$ cat config.mk
export PLATFORM = sky130hd
export DESIGN_NAME = chimera_cluster_pwr_ctrl
export DESIGN_NICKNAME = d
export VERILOG_FILES = /design/src/rtl/chimera_cluster_pwr_ctrl.sv
export SDC_FILE = /design/constraint.sdc
export NUM_CORES = 1
export LEC_CHECK = 0
export ABC_AREA = 1
export CAP_MARGIN = 30
export CORE_UTILIZATION = 53
export DETAILED_ROUTE_END_ITERATION = 12
export PLACE_DENSITY = 0.95
export SYNTH_ARGS = -nofsm -noshare
export SYNTH_HDL_FRONTEND = slang
export SYNTH_SLANG_ARGS = --single-unit
$ cat constraint.sdc
create_clock -name clk_i -period 3.9 [get_ports clk_i]
set_input_delay 0.39 -clock clk_i [delete_from_list [all_inputs] [get_ports clk_i]]
set_output_delay 0.39 -clock clk_i [all_outputs]
set_load 0.05 [all_outputs]
$ cat src/rtl/chimera_cluster_pwr_ctrl.sv
// Chimera top-level control region: reg-bus responder with per-cluster EN/BOOT_ADDR registers
// and one power-sequencing FSM per cluster driving clock gate, reset and AXI isolation.
module chimera_cluster_pwr_ctrl #(
    parameter int unsigned NumClusters     = 5,
    parameter int unsigned SettleCycles    = 4,
    parameter logic [31:0] BootAddrDefault = 32'h3000_0000,
    parameter int unsigned AddrWidth       = 32
) (
    input  logic                     clk_i,
    input  logic                     rst_i,
    input  logic                     reg_valid_i,
    input  logic                     reg_write_i,
    input  logic [AddrWidth-1:0]     reg_addr_i,
    input  logic [31:0]              reg_wdata_i,
    input  logic [3:0]               reg_wstrb_i,
    output logic                     reg_ready_o,
    output logic [31:0]              reg_rdata_o,
    output logic                     reg_error_o,
    input  logic [NumClusters-1:0]   cluster_idle_i,
    output logic [NumClusters-1:0]   cluster_clk_en_o,
    output logic [NumClusters-1:0]   cluster_rst_no,
    output logic [NumClusters-1:0]   cluster_iso_o,
    output logic [32*NumClusters-1:0] cluster_boot_addr_o
);

    localparam int unsigned CntW = (SettleCycles > 1) ? $clog2(SettleCycles) : 1;

    typedef enum logic [2:0] {
        S_OFF,
        S_CLK_ON,
        S_RST_REL,
        S_ON,
        S_DRAIN,
        S_RST_ASSERT
    } state_e;

    logic                   r_ready;
    logic [31:0]            r_rdata;
    logic                   r_err;
    logic [NumClusters-1:0] r_en;
    logic [31:0]            r_boot [NumClusters];

    logic [11:0]            w_off;
    logic                   w_accept;
    logic                   w_hit_en;
    logic                   w_hit_st;
    logic [NumClusters-1:0] w_ba_sel;
    logic                   w_err;
    logic [31:0]            w_rdata;
    logic [31:0]            w_mask;
    logic [NumClusters-1:0] w_on;
    logic [NumClusters-1:0] w_busy;
    logic                   w_unused;

    assign w_off    = reg_addr_i[11:0];
    assign w_unused = ^reg_addr_i[AddrWidth-1:12];
    assign w_accept = reg_valid_i & ~r_ready;
    assign w_mask   = {{8{reg_wstrb_i[3]}}, {8{reg_wstrb_i[2]}},
                       {8{reg_wstrb_i[1]}}, {8{reg_wstrb_i[0]}}};

    // Misaligned offsets never match an aligned register, so they fall into the error path.
    always_comb begin
        w_hit_en = (w_off == 12'h000);
        w_hit_st = (w_off == 12'h004);
        w_ba_sel = '0;
        for (int i = 0; i < int'(NumClusters); i++) begin
            w_ba_sel[i] = (w_off == (12'h010 + 12'(4 * i)));
        end
        w_err = ~(w_hit_en | w_hit_st | (|w_ba_sel)) | (reg_write_i & w_hit_st);
    end

    always_comb begin
        w_rdata = '0;
        if (!reg_write_i && !w_err) begin
            if (w_hit_en) begin
                w_rdata[NumClusters-1:0] = r_en;
            end
            if (w_hit_st) begin
                w_rdata[NumClusters-1:0]      = w_on;
                w_rdata[16 +: NumClusters]    = w_busy;
            end
            for (int i = 0; i < int'(NumClusters); i++) begin
                if (w_ba_sel[i]) begin
                    w_rdata = r_boot[i];
                end
            end
        end
    end

    always_ff @(posedge clk_i) begin
        if (rst_i) begin
            r_ready <= 1'b0;
            r_rdata <= '0;
            r_err   <= 1'b0;
            r_en    <= '0;
            for (int i = 0; i < int'(NumClusters); i++) begin
                r_boot[i] <= BootAddrDefault;
            end
        end else begin
            r_ready <= reg_valid_i & ~r_ready;
            if (w_accept) begin
                r_rdata <= w_rdata;
                r_err   <= w_err;
            end
            if (w_accept && reg_write_i && !w_err) begin
                if (w_hit_en) begin
                    r_en <= (r_en & ~w_mask[NumClusters-1:0])
                          | (reg_wdata_i[NumClusters-1:0] & w_mask[NumClusters-1:0]);
                end
                for (int i = 0; i < int'(NumClusters); i++) begin
                    for (int b = 0; b < 4; b++) begin
                        if (w_ba_sel[i] && reg_wstrb_i[b]) begin
                            r_boot[i][8*b +: 8] <= reg_wdata_i[8*b +: 8];
                        end
                    end
                end
            end
        end
    end

    assign reg_ready_o = r_ready;
    assign reg_rdata_o = r_rdata;
    assign reg_error_o = r_err;

    for (genvar g = 0; g < int'(NumClusters); g++) begin : g_cl
        state_e          r_state;
        state_e          w_nxt;
        logic [CntW-1:0] r_cnt;
        logic [CntW-1:0] w_cnt_nxt;
        logic            w_done;
        logic            r_clk_en;
        logic            r_rst_n;
        logic            r_iso;

        assign w_done = (r_cnt == CntW'(SettleCycles - 1));

        // EN changes are tested before timer expiry so they win in the same cycle.
        always_comb begin
            w_nxt     = r_state;
            w_cnt_nxt = '0;
            case (r_state)
                S_OFF: begin
                    if (r_en[g]) w_nxt = S_CLK_ON;
                end
                S_CLK_ON: begin
                    if (!r_en[g])    w_nxt = S_RST_ASSERT;
                    else if (w_done) w_nxt = S_RST_REL;
                    else             w_cnt_nxt = r_cnt + CntW'(1);
                end
                S_RST_REL: begin
                    if (!r_en[g])    w_nxt = S_DRAIN;
                    else if (w_done) w_nxt = S_ON;
                    else             w_cnt_nxt = r_cnt + CntW'(1);
                end
                S_ON: begin
                    if (!r_en[g]) w_nxt = S_DRAIN;
                end
                S_DRAIN: begin
                    if (r_en[g])                 w_nxt = S_ON;
                    else if (cluster_idle_i[g])  w_nxt = S_RST_ASSERT;
                end
                S_RST_ASSERT: begin
                    if (w_done) w_nxt = S_OFF;
                    else        w_cnt_nxt = r_cnt + CntW'(1);
                end
                default: w_nxt = S_OFF;
            endcase
        end

        // Outputs register the decode of the next state so they line up with the state itself.
        always_ff @(posedge clk_i) begin
            if (rst_i) begin
                r_state  <= S_OFF;
                r_cnt    <= '0;
                r_clk_en <= 1'b0;
                r_rst_n  <= 1'b0;
                r_iso    <= 1'b1;
            end else begin
                r_state  <= w_nxt;
                r_cnt    <= w_cnt_nxt;
                r_clk_en <= (w_nxt != S_OFF);
                r_rst_n  <= (w_nxt == S_RST_REL) || (w_nxt == S_ON) || (w_nxt == S_DRAIN);
                r_iso    <= (w_nxt != S_ON);
            end
        end

        assign w_on[g]   = (r_state == S_ON);
        assign w_busy[g] = (r_state != S_ON) && (r_state != S_OFF);

        assign cluster_clk_en_o[g]         = r_clk_en;
        assign cluster_rst_no[g]           = r_rst_n;
        assign cluster_iso_o[g]            = r_iso;
        assign cluster_boot_addr_o[32*g +: 32] = r_boot[g];
    end

endmodule

# ---- Word-level counts from Yosys, hierarchy flattened
# Memory sizes are Yosys's and may differ from the RTL's.
# Cells that the tools add are included.
# Widths: inputs -> output; s select.
dict set report totals {
  ff_bits 79
  ram_bits 160
  in_bits 77
  out_inout_bits 209
  elab_cells 366
  n_memories 1
}
dict set report op_classes {
  addsub 5
  n_eq_ne 61
  muxes 176
  n_bitwise 31
  n_reduce_logical 63
}
# memory words width read_ports rd_clocked_by_memory_dff wr line
set mem_list {}
lappend mem_list {r_boot 5 32 5 0 5 41} ;# logic [31:0] r_boot [NumClusters];
# op count
set op_table {}
lappend op_table {{$mux 32} 6}
lappend op_table {{$mux 8} 20}
lappend op_table {{$mux 3} 45}
lappend op_table {{$pmux 3 s6} 5}
lappend op_table {{$mux 1} 82}
lappend op_table {{$eq 3x2->1 const B} 20}
lappend op_table {{$eq 12x5->1 const B} 4}
lappend op_table {{$eq 3x3->1 const B} 15}
lappend op_table {{$ne 3x2->1 const B} 10}
lappend op_table {{$reduce_bool 3->1} 10}
lappend op_table {{$logic_and 1x1->1} 28}
lappend op_table {{$or 1x1->1} 23}
lappend op_table {{$mux 2} 10}
lappend op_table {{$pmux 2 s2} 5}
lappend op_table {{$eq 3x1->1 const B} 5}
lappend op_table {{$logic_not 3->1} 5}
lappend op_table {{$mux 5} 3}
lappend op_table {{$eq 12x3->1 const B} 1}
lappend op_table {{$eq 12x6->1 const B} 1}
lappend op_table {{$logic_not 12->1} 1}
lappend op_table {{$add 2x1->2 const B} 5}
lappend op_table {{$and 5x5->5} 2}
lappend op_table {{$eq 2x2->1 const B} 5}
lappend op_table {{$logic_or 1x1->1} 10}
lappend op_table {{8 further kinds} 15}

# ---- Depth between registers and ports, before layout
dict set report logic_depth {
  depth_word 11
  ltp_mapped 17
  ltp_nobuf 14
}

# ---- Worst setup path after synthesis
# No wires, ideal clock.
dict set report synth_path {
  kind {input -> register}
  startpoint {input port reg_addr_i[2]}
  endpoint {memory r_boot[1][0], enable pin}
  setup_time_ns 0.329
  arrival_ns 1.967
  required_time_ns 3.571
  slack_ns 1.604
  stages 15
  n_path_buf 2
  cell_sequence {buf_4 -> nor2_4 -> nand2_2 -> nor2_4 -> nand2_1 -> nand2_2 -> nor2_4 -> nor3_4 -> buf_6 -> o21ai_2 -> nand2_1 -> nor2_2 -> nand3_4 -> nand2_1 -> nand2_1}
}
# element line
set synth_rtl {}
lappend synth_rtl {{start: declaration} 13} ;# input logic [AddrWidth-1:0] reg_addr_i,
lappend synth_rtl {{end: declaration} 41}

# ---- Worst setup path in the final report
dict set report layout_path {
  startpoint {input port reg_addr_i[1]}
  endpoint {register r_rdata[15] (netlist: reg_rdata_o[15])}
}
dict set report layout_via {
  elab_chain_cells 8
  elab_cells_between_ends 21
  classes_between {eq/ne (6); mux (6); bitwise (5); reduce/logical (4)}
}
# element line
set layout_lines {}
lappend layout_lines {{$eq 12x5->1, or another cell as far along} 67} ;# w_ba_sel[i] = (w_off == (12'h010 + 12'(4 * i)));
lappend layout_lines {{$reduce_or 5->1 or $or 1x1->1 (tied branches)} 69} ;# w_err = ~(w_hit_en | w_hit_st | (|w_ba_sel)) | (reg_write_i & w_hit_st);
lappend layout_lines {{$or 1x1->1} 69}
lappend layout_lines {{$not 1->1} 69}
lappend layout_lines {{$or 1x1->1} 69}
lappend layout_lines {{$logic_not 1->1} 74} ;# if (!reg_write_i && !w_err) begin
lappend layout_lines {{$logic_and 1x1->1} 74}
lappend layout_lines {{$mux 32 (*)} 74}
lappend layout_lines {{end signal: assignment} 102} ;# r_rdata <= w_rdata;
lappend layout_lines {{end: declaration} 38} ;# logic [31:0] r_rdata;
# Every way passes the cells marked *; elsewhere a longest branch is shown, timed or not.
# A chain may end at the register's enable or synchronous reset.

==> metrics.md <==
| Metric | Value |
|---|---|
| Outcome | `completed` |
| Hold Startpoint | `g_cl[0].r_cnt[0]` |
| Critical path class | `input pin to register` |
| Flop pwr share | `50.3%` |
| Area delta synth->final | `33.9%` |
| Final setup viols | `0` |
| Chip height | `143 um` |
| CP Cell Sequence | `clkdlybuf4s50_1 > nor2_4 > nand2_1 > nor2_1 > nand2_1 > nor2_2 > nand2_1 > inv_1 > a21oi_1 > nand2_1 > o211ai_1 > a21oi_1` |
| CORE AREA | `19500 sq um` |
| Critical Path Most Common Cell | `nand2_1` |
| WP buf/inv | `2` |
| Sequential share of the synthesized area | `60.2%` |
| Sw Ratio | `24.0%` |
| Fin crit period | `3110 ps` |
| Combinational power share | `8.9%` |
| Die area | `20600 sq um` |
| Post-synth ARST share | `0%` |
| CP Capture Type | `register` |
| CP startpoint kind | `input pin` |
| Hold Buf Count CTS | `0` |
| Worst Reg-to-Reg Cells | `8` |
| WHS Path Cells | `1` |
| Syn Area/Cell | `9.35 sq um` |
| Max-slew violations | `0` |
| FF-to-FF setup slack | `1370 ps` |
| Most common cell after layout, fill and taps aside | `clkdlybuf4s50_1` |
| Num ports | `286` |
| Fmax | `322 MHz` |
| Crit path DAT | `3540 ps` |
| Post_cts resized | `0` |
| CTS tree | `yes` |
| Num CTS Buffers | `24` |
| CTS Buffer Depth | `3` |
| Post-Syn Area | `10600 sq um` |
| Lkg Pwr | `5.92 nW` |
| Post-Route WL | `34000 um` |
| First DRT Iteration DRCs | `891` |
| Total GRT Usage | `32.9%` |
| Initial Utilization | `54.3%` |
| Final HPWL DP | `23900 um` |
| Clk sinks | `239` |
| # nets final | `1473` |
| Skew final | `6.97 ps` |
| Finished layout cell area | `14200 sq um` |
| Pin count of the biggest net entering global routing | `61` |
| Drt pass-1 iters | `6` |
| Row count | `51` |
| Clock power share | `40.9%` |
| First-pass GRT wire length | `50900 um` |
| DP Area | `13400 sq um` |
| Final hold violations | `0` |
| CTS Root Cell | `clkbuf_16` |
| Yosys cell types | `41` |
| MaxCap Viol Count | `0` |
| Fin Setup TNS | `0 ps` |
| Vias per cell | `5.70` |
| Crit path largest cell delay | `700 ps` |
| Vias | `9539` |
| Die width | `143 um` |
| Peak VDD IR | `0.375 mV` |
| Synth warnings | `0` |
| Hold Slack | `429 ps` |
| Syn_nets | `1217` |
| Initial antenna violation count | `1` |
| Worst skew pair latency | `510 ps` |
| Layout cells sized above 1 | `7.24%` |
| Total internal power | `4.21 mW` |
| DRC Markers | `0` |
| Number of H-tree levels | `1` |
| Ys flop type | `edfxtp_1` |
| Hold endpoint | `g_cl[0].r_cnt[0]` |
| # Post-CTS Setup Buffers | `0` |
| Crit-path leading delay family | `simple AND/OR/NAND/NOR gates` |
| Critical path required time | `4340 ps` |
| R2r endpoint | `r_boot[4][21]` |
| Diodes inserted | `0` |
| Port bufs | `265` |
| Synth Register Bits | `239` |
| Number of fill cells | `1334` |
| Final ANT Viol Nets | `0` |
| Power Dens Cells | `390 nW/um^2` |
| DR WL/cell | `20.3 um` |
| Fin crit share | `79.6%` |
| Max-slew headroom | `41.9%` |
| Syn Inst Count | `1135` |
| Critical R2R Launch | `reg_ready_o` |
| Slew @ Worst Pin | `850 ps` |
| EDFF count, synth | `160` |
| Worst hold path class | `register to register` |
| Gpl congestion | `0.929` |
| Psw | `1.33 mW` |
| RSZ-0062 raised after global routing | `false` |
| Critical Path Fanout Max | `20` |
| Grt total ovfl | `0` |
| Commonest non-fill, non-tap cells in the layout | `clkdlybuf4s50_1 (264), nand2_1 (234), inv_1 (163)` |
| CTS clk-pin slew, worst paths | `60 ps` |
| Vias in the first global route | `9655` |
| Crit path max-delay cell type | `inv_1` |
-- layout make-up --
| class | count | area, sq um | area share [%] |
|---|---|---|---|
| Timing Repair Buffer | 283 | 2780 | 19.6 |
| Clock inverter | 9 | 72.6 | 0.511 |
| Inverter | 179 | 672 | 4.73 |
| Sequential cell | 239 | 6390 | 45.0 |
| Tap cell | 265 | 332 | 2.33 |
| Clock buffer | 35 | 703 | 4.95 |
| Multi-Input combinational cell | 664 | 3260 | 22.9 |
-- sequential cells by signal, summed over array words and instances (netlist names), named ones only --
register / flops
g_cl.r_clk_en: 5
g_cl.r_cnt: 10
g_cl.r_iso: 5
g_cl.r_rst_n: 5
g_cl.r_state: 15
r_boot: 160
reg_error_o: 1
reg_rdata_o: 32
reg_ready_o: 1
-- power by group through the flow --
stage               Combinational [mW]  Sequential [mW]  Clock [mW]
floorplan                       0.0795             3.02           0
global placement                 0.481             2.83           0
detailed placement               0.488             2.84           0
CTS                              0.491             2.78        2.27
global route                     0.510             2.79        2.37
finish                           0.493             2.79        2.26
-- metal layers --
layer  up-vias  part of all wire (%)  wire length [um]  track usage (%)
met5         -                 0.047                16                0
met4         2                   4.7              1580             16.2
met3       138                    12              4130             10.1
met2       678                    49             16700             56.7
met1      4433                    34             11500             36.8
li1       4288                     -                 -                -
-- how the worst max path moves through the flow --
stage,from,end,slack (ps),cells past startpoint
after floorplan,reg_addr_i[2],r_boot[1][0],1600,15
after global placement,reg_addr_i[3],r_boot[1][3],500,14
after detailed placement,reg_addr_i[2],r_boot[4][8],410,13
after CTS,reg_addr_i[1],reg_rdata_o[15],890,12
after global routing,reg_addr_i[9],reg_rdata_o[15],530,12
final,reg_addr_i[1],reg_rdata_o[15],790,12
-- through the flow --
stage	worst slack (ps)	utilization [%]	instances	total power, mW
after floorplan	1600	-	1135	3.10
after global placement	497	68.8	1630	3.32
after detailed placement	406	68.8	1630	3.32
after CTS	890	72.7	1674	5.54
after global routing	528	72.7	1674	5.66
final	794	72.7	1674	5.54
-- worst reg2reg max path: stages (launching register included) --
cell and delay (ps):
dfxtp_1 310, nor2_1 110, buf_4 160, nand2_1 110, nor3_4 470, inv_2 130
nor2_4 160, nand2_1 280, nand2_1 440
-- cells by family after synthesis --
group                      after synthesis  share of synthesized area [%]
AOI/OAI and AO/OA                      208                           11.9
adders and majority gates                5                          0.590
buffers and inverters                  232                           9.12
DFF                                    239                           60.2
and+or+nand+nor                        451                           18.2
-- synth_stat cells (all sizes together), types with 8 or more instances --
| library cell | instances | area share, % |
|---|---|---|
| a21oi | 69 | 3.3 |
| edfxtp | 160 | 45 |
| o211ai | 29 | 2.1 |
| dfxtp | 79 | 15 |
| nor3 | 10 | 0.58 |
| buf | 22 | 1.7 |
| o21ai | 36 | 1.8 |
| nand3 | 34 | 1.7 |
| a211oi | 10 | 0.71 |
| inv | 178 | 6.3 |
| a31oi | 22 | 1.3 |
| o22ai | 24 | 1.4 |
| nor2 | 137 | 5.4 |
| o31ai | 8 | 0.57 |
| nand4 | 13 | 0.83 |
| clkbuf | 31 | 1.1 |
| nand2 | 250 | 9.3 |
(Power assumes the default switching activity.)
